<file path="src/rtl/cartoon_pkg.sv">
// Shared types and helpers for the cartoonifier tile DMA sequencer.
// Holds the tile FSM state type, tile-count helper and the tile address function.
package cartoon_pkg;

  typedef enum logic [2:0] {
    IDLE  = 3'd0,
    READ  = 3'd1,
    FILT  = 3'd2,
    WRITE = 3'd3,
    NEXT  = 3'd4,
    DONE  = 3'd5
  } tile_state_t;

  function automatic int unsigned tiles_of(input int unsigned img, input int unsigned blk);
    return img / blk;
  endfunction

  // Computed 64 bits wide; callers truncate to ADDR_W, which gives the modulo-2^ADDR_W wrap.
  function automatic logic [63:0] tile_addr(input logic [63:0] base,
                                            input int unsigned tx, input int unsigned ty,
                                            input int unsigned r, input int unsigned c,
                                            input int unsigned img_w, input int unsigned blk_w,
                                            input int unsigned blk_h, input int unsigned pix_bytes);
    logic [63:0] pix;
    pix = 64'(ty) * 64'(blk_h) + 64'(r);
    pix = pix * 64'(img_w) + 64'(tx) * 64'(blk_w) + 64'(c);
    return base + pix * 64'(pix_bytes);
  endfunction

endpackage

</file>
<file path="src/rtl/tile_dma_if.sv">
// Avalon-MM command/response bundle between the tile sequencer and the SDRAM port.
interface tile_dma_if #(parameter int ADDR_W = 32);

  logic [ADDR_W-1:0] m_address;
  logic              m_read;
  logic              m_write;
  logic              m_waitrequest;
  logic              m_readdatavalid;
  logic              m_writeresponsevalid;

  modport master (
    output m_address, m_read, m_write,
    input  m_waitrequest, m_readdatavalid, m_writeresponsevalid
  );

  modport slave (
    input  m_address, m_read, m_write,
    output m_waitrequest, m_readdatavalid, m_writeresponsevalid
  );

endinterface

</file>
<file path="src/rtl/tile_addr_gen.sv">
// Pixel (c, r) and tile (tx, ty) position counters shared by the read and write phases.
module tile_addr_gen #(
  parameter int BLK_W   = 8,
  parameter int BLK_H   = 8,
  parameter int TILES_X = 80,
  parameter int TILES_Y = 60,
  parameter int CW      = $clog2(BLK_W + 1),
  parameter int RW      = $clog2(BLK_H + 1),
  parameter int TXW     = $clog2(TILES_X + 1),
  parameter int TYW     = $clog2(TILES_Y + 1)
) (
  input  logic           clk,
  input  logic           n_rst,
  input  logic           clear,
  input  logic           adv_pix,
  input  logic           adv_tile,
  output logic [CW-1:0]  c,
  output logic [RW-1:0]  r,
  output logic [TXW-1:0] tx,
  output logic [TYW-1:0] ty,
  output logic           pix_last,
  output logic           tx_last,
  output logic           ty_last
);

  logic c_last_s;
  logic r_last_s;

  assign c_last_s = (c == CW'(BLK_W - 1));
  assign r_last_s = (r == RW'(BLK_H - 1));
  assign pix_last = c_last_s & r_last_s;
  assign tx_last  = (tx == TXW'(TILES_X - 1));
  assign ty_last  = (ty == TYW'(TILES_Y - 1));

  // Raster advance inside a tile (c fastest) and across tiles (tx fastest).
  always_ff @(posedge clk or negedge n_rst) begin
    if (!n_rst) begin
      c  <= {CW{1'b0}};
      r  <= {RW{1'b0}};
      tx <= {TXW{1'b0}};
      ty <= {TYW{1'b0}};
    end else if (clear) begin
      c  <= {CW{1'b0}};
      r  <= {RW{1'b0}};
      tx <= {TXW{1'b0}};
      ty <= {TYW{1'b0}};
    end else begin
      if (adv_pix) begin
        if (c_last_s) begin
          c <= {CW{1'b0}};
          r <= r_last_s ? {RW{1'b0}} : r + RW'(1);
        end else begin
          c <= c + CW'(1);
        end
      end
      if (adv_tile) begin
        if (tx_last) begin
          tx <= {TXW{1'b0}};
          ty <= ty_last ? {TYW{1'b0}} : ty + TYW'(1);
        end else begin
          tx <= tx + TXW'(1);
        end
      end
    end
  end

endmodule

</file>
<file path="src/rtl/tile_dma_ctrl.sv">
// Tile sequencer: reads each BLK_W x BLK_H tile, waits for the filter, writes it back.
// Optional CARTOON_PERF_CNT_EN adds the stall_cycles waitrequest counter.
module tile_dma_ctrl
  import cartoon_pkg::*;
#(
  parameter int IMG_W     = 640,
  parameter int IMG_H     = 480,
  parameter int BLK_W     = 8,
  parameter int BLK_H     = 8,
  parameter int PIX_BYTES = 4,
  parameter int ADDR_W    = 32,
  parameter int MAX_PEND  = 4
) (
  input  logic              clk,
  input  logic              n_rst,
  input  logic              start,
  input  logic [ADDR_W-1:0] src_base,
  input  logic [ADDR_W-1:0] dst_base,
  tile_dma_if.master        bus,
  output logic              load_pixel,
  output logic              tile_loaded,
  input  logic              filter_done,
  output logic              shift_write,
  output logic              busy,
  output logic              done
`ifdef CARTOON_PERF_CNT_EN
  ,
  output logic [31:0]       stall_cycles
`endif
);

  localparam int TILES_X = tiles_of(IMG_W, BLK_W);
  localparam int TILES_Y = tiles_of(IMG_H, BLK_H);
  localparam int NPIX    = BLK_W * BLK_H;
  localparam int PW      = $clog2(MAX_PEND + 1);
  localparam int NW      = $clog2(NPIX + 1);
  localparam int CW      = $clog2(BLK_W + 1);
  localparam int RW      = $clog2(BLK_H + 1);
  localparam int TXW     = $clog2(TILES_X + 1);
  localparam int TYW     = $clog2(TILES_Y + 1);

  if ((IMG_W % BLK_W) != 0) begin : g_chk_w
    $error("IMG_W must be a multiple of BLK_W");
  end
  if ((IMG_H % BLK_H) != 0) begin : g_chk_h
    $error("IMG_H must be a multiple of BLK_H");
  end
  if (MAX_PEND < 1) begin : g_chk_pend
    $error("MAX_PEND must be at least 1");
  end

  tile_state_t       state_r, state_s;
  logic [ADDR_W-1:0] src_r, dst_r, addr_s;
  logic [PW-1:0]     pend_r;
  logic [NW-1:0]     ret_cnt_r;
  logic              rd_all_r, wr_wait_r, wr_last_r;
  logic              rd_cmd_s, wr_cmd_s, rd_acc_s, rd_ret_s, wr_acc_s, wr_rsp_s;
  logic              start_acc_s, clear_s, adv_pix_s, adv_tile_s, tl_s, done_s;
  logic [CW-1:0]     c_s;
  logic [RW-1:0]     r_s;
  logic [TXW-1:0]    tx_s;
  logic [TYW-1:0]    ty_s;
  logic              pix_last_s, tx_last_s, ty_last_s;

  tile_addr_gen #(
    .BLK_W(BLK_W), .BLK_H(BLK_H), .TILES_X(TILES_X), .TILES_Y(TILES_Y),
    .CW(CW), .RW(RW), .TXW(TXW), .TYW(TYW)
  ) u_addr_gen (
    .clk(clk), .n_rst(n_rst), .clear(clear_s), .adv_pix(adv_pix_s), .adv_tile(adv_tile_s),
    .c(c_s), .r(r_s), .tx(tx_s), .ty(ty_s),
    .pix_last(pix_last_s), .tx_last(tx_last_s), .ty_last(ty_last_s)
  );

  // FSM state register.
  always_ff @(posedge clk or negedge n_rst) begin
    if (!n_rst) begin
      state_r <= IDLE;
    end else begin
      state_r <= state_s;
    end
  end

  // Next state, bus commands and per-cycle event strobes.
  always_comb begin
    state_s     = state_r;
    rd_cmd_s    = 1'b0;
    wr_cmd_s    = 1'b0;
    rd_acc_s    = 1'b0;
    rd_ret_s    = 1'b0;
    wr_acc_s    = 1'b0;
    wr_rsp_s    = 1'b0;
    start_acc_s = 1'b0;
    clear_s     = 1'b0;
    adv_pix_s   = 1'b0;
    adv_tile_s  = 1'b0;
    tl_s        = 1'b0;
    done_s      = 1'b0;
    case (state_r)
      IDLE: begin
        if (start) begin
          start_acc_s = 1'b1;
          clear_s     = 1'b1;
          state_s     = READ;
        end else begin
          state_s = IDLE;
        end
      end
      READ: begin
        rd_cmd_s  = !rd_all_r && (pend_r != PW'(MAX_PEND));
        rd_acc_s  = rd_cmd_s && !bus.m_waitrequest;
        adv_pix_s = rd_acc_s;
        rd_ret_s  = bus.m_readdatavalid && (pend_r != PW'(0));
        if (rd_ret_s && (ret_cnt_r == NW'(NPIX - 1))) begin
          tl_s    = 1'b1;
          state_s = FILT;
        end else begin
          state_s = READ;
        end
      end
      FILT: begin
        if (filter_done) begin
          state_s = WRITE;
        end else begin
          state_s = FILT;
        end
      end
      WRITE: begin
        // A single write in flight: the next one waits for the response.
        wr_cmd_s  = !wr_wait_r;
        wr_acc_s  = wr_cmd_s && !bus.m_waitrequest;
        adv_pix_s = wr_acc_s;
        wr_rsp_s  = bus.m_writeresponsevalid && wr_wait_r;
        if (wr_rsp_s && wr_last_r) begin
          state_s = NEXT;
        end else begin
          state_s = WRITE;
        end
      end
      NEXT: begin
        adv_tile_s = 1'b1;
        if (tx_last_s && ty_last_s) begin
          state_s = DONE;
        end else begin
          state_s = READ;
        end
      end
      DONE: begin
        done_s  = 1'b1;
        state_s = IDLE;
      end
      default: begin
        state_s = IDLE;
      end
    endcase
  end

  // Frame bases, read pipeline bookkeeping and write handshake flags.
  always_ff @(posedge clk or negedge n_rst) begin
    if (!n_rst) begin
      src_r     <= {ADDR_W{1'b0}};
      dst_r     <= {ADDR_W{1'b0}};
      pend_r    <= {PW{1'b0}};
      ret_cnt_r <= {NW{1'b0}};
      rd_all_r  <= 1'b0;
      wr_wait_r <= 1'b0;
      wr_last_r <= 1'b0;
    end else if (start_acc_s) begin
      src_r     <= src_base;
      dst_r     <= dst_base;
      pend_r    <= {PW{1'b0}};
      ret_cnt_r <= {NW{1'b0}};
      rd_all_r  <= 1'b0;
      wr_wait_r <= 1'b0;
      wr_last_r <= 1'b0;
    end else begin
      case ({rd_acc_s, rd_ret_s})
        2'b10:   pend_r <= pend_r + PW'(1);
        2'b01:   pend_r <= pend_r - PW'(1);
        default: pend_r <= pend_r;
      endcase
      if (tl_s) begin
        ret_cnt_r <= {NW{1'b0}};
        rd_all_r  <= 1'b0;
      end else begin
        if (rd_ret_s) ret_cnt_r <= ret_cnt_r + NW'(1);
        if (rd_acc_s && pix_last_s) rd_all_r <= 1'b1;
      end
      if (wr_acc_s) begin
        wr_wait_r <= 1'b1;
        if (pix_last_s) wr_last_r <= 1'b1;
      end else if (wr_rsp_s) begin
        wr_wait_r <= 1'b0;
        if (wr_last_r) wr_last_r <= 1'b0;
      end
    end
  end

  // Command address; forced to zero when no command is presented.
  always_comb begin
    if (rd_cmd_s) begin
      addr_s = ADDR_W'(tile_addr(64'(src_r), 32'(tx_s), 32'(ty_s), 32'(r_s), 32'(c_s),
                                 IMG_W, BLK_W, BLK_H, PIX_BYTES));
    end else if (wr_cmd_s) begin
      addr_s = ADDR_W'(tile_addr(64'(dst_r), 32'(tx_s), 32'(ty_s), 32'(r_s), 32'(c_s),
                                 IMG_W, BLK_W, BLK_H, PIX_BYTES));
    end else begin
      addr_s = {ADDR_W{1'b0}};
    end
  end

  assign bus.m_address = addr_s;
  assign bus.m_read    = rd_cmd_s;
  assign bus.m_write   = wr_cmd_s;
  assign load_pixel    = rd_ret_s;
  assign tile_loaded   = tl_s;
  assign shift_write   = wr_acc_s;
  assign done          = done_s;
  assign busy          = (state_r != IDLE) && (state_r != DONE);

`ifdef CARTOON_PERF_CNT_EN
  logic [31:0] stall_cnt_r;

  // Saturating count of command cycles stalled by waitrequest.
  always_ff @(posedge clk or negedge n_rst) begin
    if (!n_rst) begin
      stall_cnt_r <= 32'd0;
    end else if (start_acc_s) begin
      stall_cnt_r <= 32'd0;
    end else if ((rd_cmd_s | wr_cmd_s) && bus.m_waitrequest && (stall_cnt_r != 32'hFFFF_FFFF)) begin
      stall_cnt_r <= stall_cnt_r + 32'd1;
    end
  end

  assign stall_cycles = stall_cnt_r;
`endif

endmodule

</file>
<file path="src/flat_wrapper.sv">
// flat-port wrapper written by rule: the top's interface ports become plain ports
module tile_dma_ctrl_flat import cartoon_pkg::*;
#(
  parameter int IMG_W     = 640,
  parameter int IMG_H     = 480,
  parameter int BLK_W     = 8,
  parameter int BLK_H     = 8,
  parameter int PIX_BYTES = 4,
  parameter int ADDR_W    = 32,
  parameter int MAX_PEND  = 4
)
  (clk, n_rst, start, src_base, dst_base, load_pixel, tile_loaded, filter_done, shift_write, busy, done, bus_m_address, bus_m_read, bus_m_write, bus_m_waitrequest, bus_m_readdatavalid, bus_m_writeresponsevalid);
  tile_dma_if #(.ADDR_W(ADDR_W)) bus_i ();
  input  logic clk;
  input  logic n_rst;
  input  logic start;
  input  logic [ADDR_W-1:0] src_base;
  input  logic [ADDR_W-1:0] dst_base;
  output logic load_pixel;
  output logic tile_loaded;
  input  logic filter_done;
  output logic shift_write;
  output logic busy;
  output logic done;
  output wire logic [$bits(bus_i.m_address)-1:0] bus_m_address;
  output wire logic [$bits(bus_i.m_read)-1:0] bus_m_read;
  output wire logic [$bits(bus_i.m_write)-1:0] bus_m_write;
  input wire logic [$bits(bus_i.m_waitrequest)-1:0] bus_m_waitrequest;
  input wire logic [$bits(bus_i.m_readdatavalid)-1:0] bus_m_readdatavalid;
  input wire logic [$bits(bus_i.m_writeresponsevalid)-1:0] bus_m_writeresponsevalid;
  assign bus_m_address = bus_i.m_address;
  assign bus_m_read = bus_i.m_read;
  assign bus_m_write = bus_i.m_write;
  assign bus_i.m_waitrequest = bus_m_waitrequest;
  assign bus_i.m_readdatavalid = bus_m_readdatavalid;
  assign bus_i.m_writeresponsevalid = bus_m_writeresponsevalid;
  tile_dma_ctrl #(.IMG_W(IMG_W), .IMG_H(IMG_H), .BLK_W(BLK_W), .BLK_H(BLK_H), .PIX_BYTES(PIX_BYTES), .ADDR_W(ADDR_W), .MAX_PEND(MAX_PEND)) u_core (.clk(clk), .n_rst(n_rst), .start(start), .src_base(src_base), .dst_base(dst_base), .bus(bus_i), .load_pixel(load_pixel), .tile_loaded(tile_loaded), .filter_done(filter_done), .shift_write(shift_write), .busy(busy), .done(done));
endmodule
</file>
<file path="config.mk">
export PLATFORM = sky130hd
export DESIGN_NAME = tile_dma_ctrl_flat
export DESIGN_NICKNAME = d
export VERILOG_FILES = /design/src/rtl/cartoon_pkg.sv /design/src/rtl/tile_dma_if.sv /design/src/rtl/tile_addr_gen.sv /design/src/rtl/tile_dma_ctrl.sv /design/src/flat_wrapper.sv
export SDC_FILE = /design/constraint.sdc
export NUM_CORES = 1
export LEC_CHECK = 0
export CELL_PAD_IN_SITES_DETAIL_PLACEMENT = 0
export CELL_PAD_IN_SITES_GLOBAL_PLACEMENT = 1
export CORE_MARGIN = 8
export CORE_UTILIZATION = 41
export CTS_BUF_LIST = sky130_fd_sc_hd__clkbuf_8
export DETAILED_ROUTE_END_ITERATION = 8
export GPL_ROUTABILITY_DRIVEN = 1
export PLACE_DENSITY = 0.82
export SYNTH_ARGS = -nofsm -noshare
export SYNTH_HDL_FRONTEND = slang
export SYNTH_SLANG_ARGS = --single-unit
</file>
<file path="constraint.sdc">
create_clock -name clk -period 8.8 [get_ports clk]
set_input_delay 2.64 -clock clk [delete_from_list [all_inputs] [get_ports clk]]
set_output_delay 2.64 -clock clk [all_outputs]
set_load 0.1 [all_outputs]
</file>
==> impl_metrics.json <==
{
  "status": "finished, final reports clean",
  "antenna_cells": 0,
  "drv_cap": 0,
  "start_util_pct": 41.7,
  "cts_tree": "done",
  "cts_num_sinks": 101,
  "ys_ff_latch": 101,
  "dp_hpwl_um": 16000,
  "drc": 0,
  "grt_max_degree": 66,
  "finalClockSkew_ns": 0.0135,
  "reg2reg_to": "u_core.pend_r[2]",
  "slew_headroom_pct": 32.9,
  "antenna_found_initial": 0,
  "yosys-top-cells-area": "dfrtp_1 (32%), nand2_1 (11%), ha_1 (11%)",
  "grt_pass1_wl_um": 34900,
  "synth_top_area_share_pct": 32.4,
  "final_max_slew_viol_count": 0,
  "wirelength_um": 21200,
  "synth_edf_count": 0,
  "multiInputGateArea_mm2": 0.00509,
  "setup_viol_count_final": 0,
  "clockBufferDepth": 2,
  "hp-class": "flop to flop",
  "cts-htree-levels": 3,
  "ctsHoldBuffers": 0,
  "synth_cells": 972,
  "io_pins": 110,
  "fmax_mhz": 118,
  "grt_pass1_vias": 6754,
  "reg2regPathDepth": 9,
  "routedWlPerCell_um": 16.3,
  "hp-start": "u_core.dst_r[0]",
  "yosysSeqAreaShare_pct": 32.4,
  "hold_viol": 0,
  "synth.largest_area_cell": "dfrtp_1",
  "dieArea_mm2": 0.0237,
  "reg2reg_from": "u_core.state_r[1]",
  "nets": 1204,
  "area_growth_pct": 19.9,
  "fp-row-count": 50,
  "rsz0062_at_grt": "no",
  "crit_type": "flop to primary output",
  "p_per_area_mw_per_mm2": 315,
  "layout_worst_path_cycle_share_pct": 96.1,
  "start_kind": "flop",
  "hold-path-cell-count": 2,
  "root_buffer": "clkbuf_8",
  "layout.area.seq_mm2": 0.00253,
  "gp_congestion": 0.896,
  "route.vias.total": 6959,
  "ys_types": 67,
  "arrival_ns": 5.82,
  "leakage_nw": 4.38,
  "coreArea_mm2": 0.0187,
  "final_layout_size_suffix_gt1_share_pct": 6.47,
  "drt_iter0_markers": 484,
  "ys_warn_count": 0,
  "netlist_area_mm2": 0.00780,
  "syn_area_per_cell_um2": 8.02,
  "synth_common_cells": "nand2_1 (238), dfrtp_1 (101), nor2_1 (75)",
  "whs_endpoint": "u_core.dst_r[0]",
  "die_h_um": 154,
  "cp.required_ns": 6.16,
  "clk_latency_ns": 0.41,
  "setup_tns_ns": 0,
  "worst_setup_path_end_kind": "primary output",
  "tightest_slew_ns": 1.00,
  "die_width_um": 154,
  "ys.flop_type": "dfrtp_1",
  "crit_path_max_fanout": 5,
  "synth_most_common_cell": "nand2_1",
  "antenna_left": 0,
  "async_flop_share_pct": 100,
  "reg2reg_slack_ns": 5.88,
  "port_buffers": 109,
  "min_period_ns": 8.46,
  "grt_usage_pct": 18.1,
  "clkTransAtPathRegs_ns": 0.12,
  "drt-pass1-iter-count": 6,
  "power_w": 0.00294,
  "grt-ovfl-total": 0,
  "routed_via_density": 5.35,
  "numCtsBuffers": 9,
  "ir_drop_mv": 0.187,
  "n_fill_cell": 1781
}
-- worst max-delay path, cell delays in order, from the launching register on --
cell and delay [ns]:
dfrtp_1 0.45, ha_1 0.27, ha_1 0.31, ha_1 0.32
inv_1 0.06, fa_1 0.45, xor2_1 0.19, or2_2 0.31
inv_1 0.08, nand2_1 0.05, nor2_1 0.12, xor2_1 0.26
ha_1 0.34, nand2_1 0.20, a21oi_1 0.07, a221oi_1 0.34
o41ai_2 0.18, nor4_1 0.31, o31a_1 0.40, nor2_1 0.09
xnor2_1 0.13, o22ai_1 0.15, buf_4 0.32
-- worst max path at each step --
stage                                 start           endpoint  slack [ns]
global route        u_core.u_addr_gen.ty[0]  bus_m_address[26]       0.002
global placement    u_core.u_addr_gen.ty[0]  bus_m_address[24]        0.75
floorplan           u_core.u_addr_gen.ty[0]  bus_m_address[26]        0.15
detailed placement  u_core.u_addr_gen.ty[0]  bus_m_address[24]        0.62
finish              u_core.u_addr_gen.ty[0]  bus_m_address[25]        0.34
CTS                 u_core.u_addr_gen.ty[0]  bus_m_address[24]        0.15
-- area by class of cell --
class	count	share of cell area, %
clock inverters	7	0.977
clock buffers	9	1.33
flip-flops and latches	101	27.0
well taps	234	3.13
multi-input cells	810	54.5
repair buffers	114	12.0
inverters	26	1.04
-- routing by layer --
| layer | vias to the layer above | part of all wire (%) | GRT usage, % |
|---|---|---|---|
| met4 | 0 | 1.2 | 4.99 |
| met3 | 16 | 3.9 | 3.67 |
| li1 | 3561 | - | - |
| met1 | 3262 | 51 | 25.3 |
| met2 | 120 | 44 | 27.6 |
| met5 | - | 0 | 0 |
-- placed cells by master, fill, tap and decap left out, types with 10 or more instances in the layout --
cell             instances
a21o_1                  15
a21oi_1                 55
buf_4                   20
clkdlybuf4s50_1         91
dfrtp_1                101
ha_1                    67
inv_1                   25
mux2i_1                 10
nand2_1                238
nand3_1                 22
nand4_1                 13
nor2_1                  75
nor3_1                  18
o21ai_0                 42
o21bai_1                10
o22ai_1                 21
or3_1                   10
xnor2_1                 36
xor2_1                  50
-- state kept, by name, indices dropped and copies added, names as in the netlist, 3 cells and up --
name,flops
u_core.u_addr_gen.r,4
u_core.u_addr_gen.tx,7
u_core.u_addr_gen.ty,6
u_core.dst_r,32
u_core.state_r,3
u_core.pend_r,3
u_core.src_r,32
u_core.ret_cnt_r,7
u_core.u_addr_gen.c,4
-- power by group --
part	switching, W	internal (W)
Combinational	0.00131	0.000575
Clock	0.000195	0.000140
Sequential	0.000134	0.000591
Total	0.00164	0.00131
-- logic make-up after synthesis --
family	Yosys count	share of synthesized area (%)
AO/OA/AOI/OAI	216	17.9
XOR/XNOR	86	9.66
adder cells (fa/ha/maj)	71	11.8
buffers and inverters	62	3.08
flip-flops	101	32.4
multiplexers	10	1.28
other	1	0.0481
AND/OR/NAND/NOR	425	23.8
-- what timing repair did --
action,CTS,global route
buffers inserted,0,0
resized for setup,0,13
endpoints found under the setup margin,0,10
-- per-stage QoR --
stage               instance area (um2)  utilization [%]  setup WS [ns]  hold slack (ns)  instances
finish                             9350             50.0          0.342            0.488       1301
global route                       9350             50.0        0.00219            0.517       1301
CTS                                9300             49.7          0.153            0.497       1301
detailed placement                 9090             48.6          0.618            0.469       1285
global placement                   9090             48.6          0.753            0.462       1285
floorplan                          7810                -          0.149            0.446        973
No activity file was read; power rests on OpenSTA's default activity.
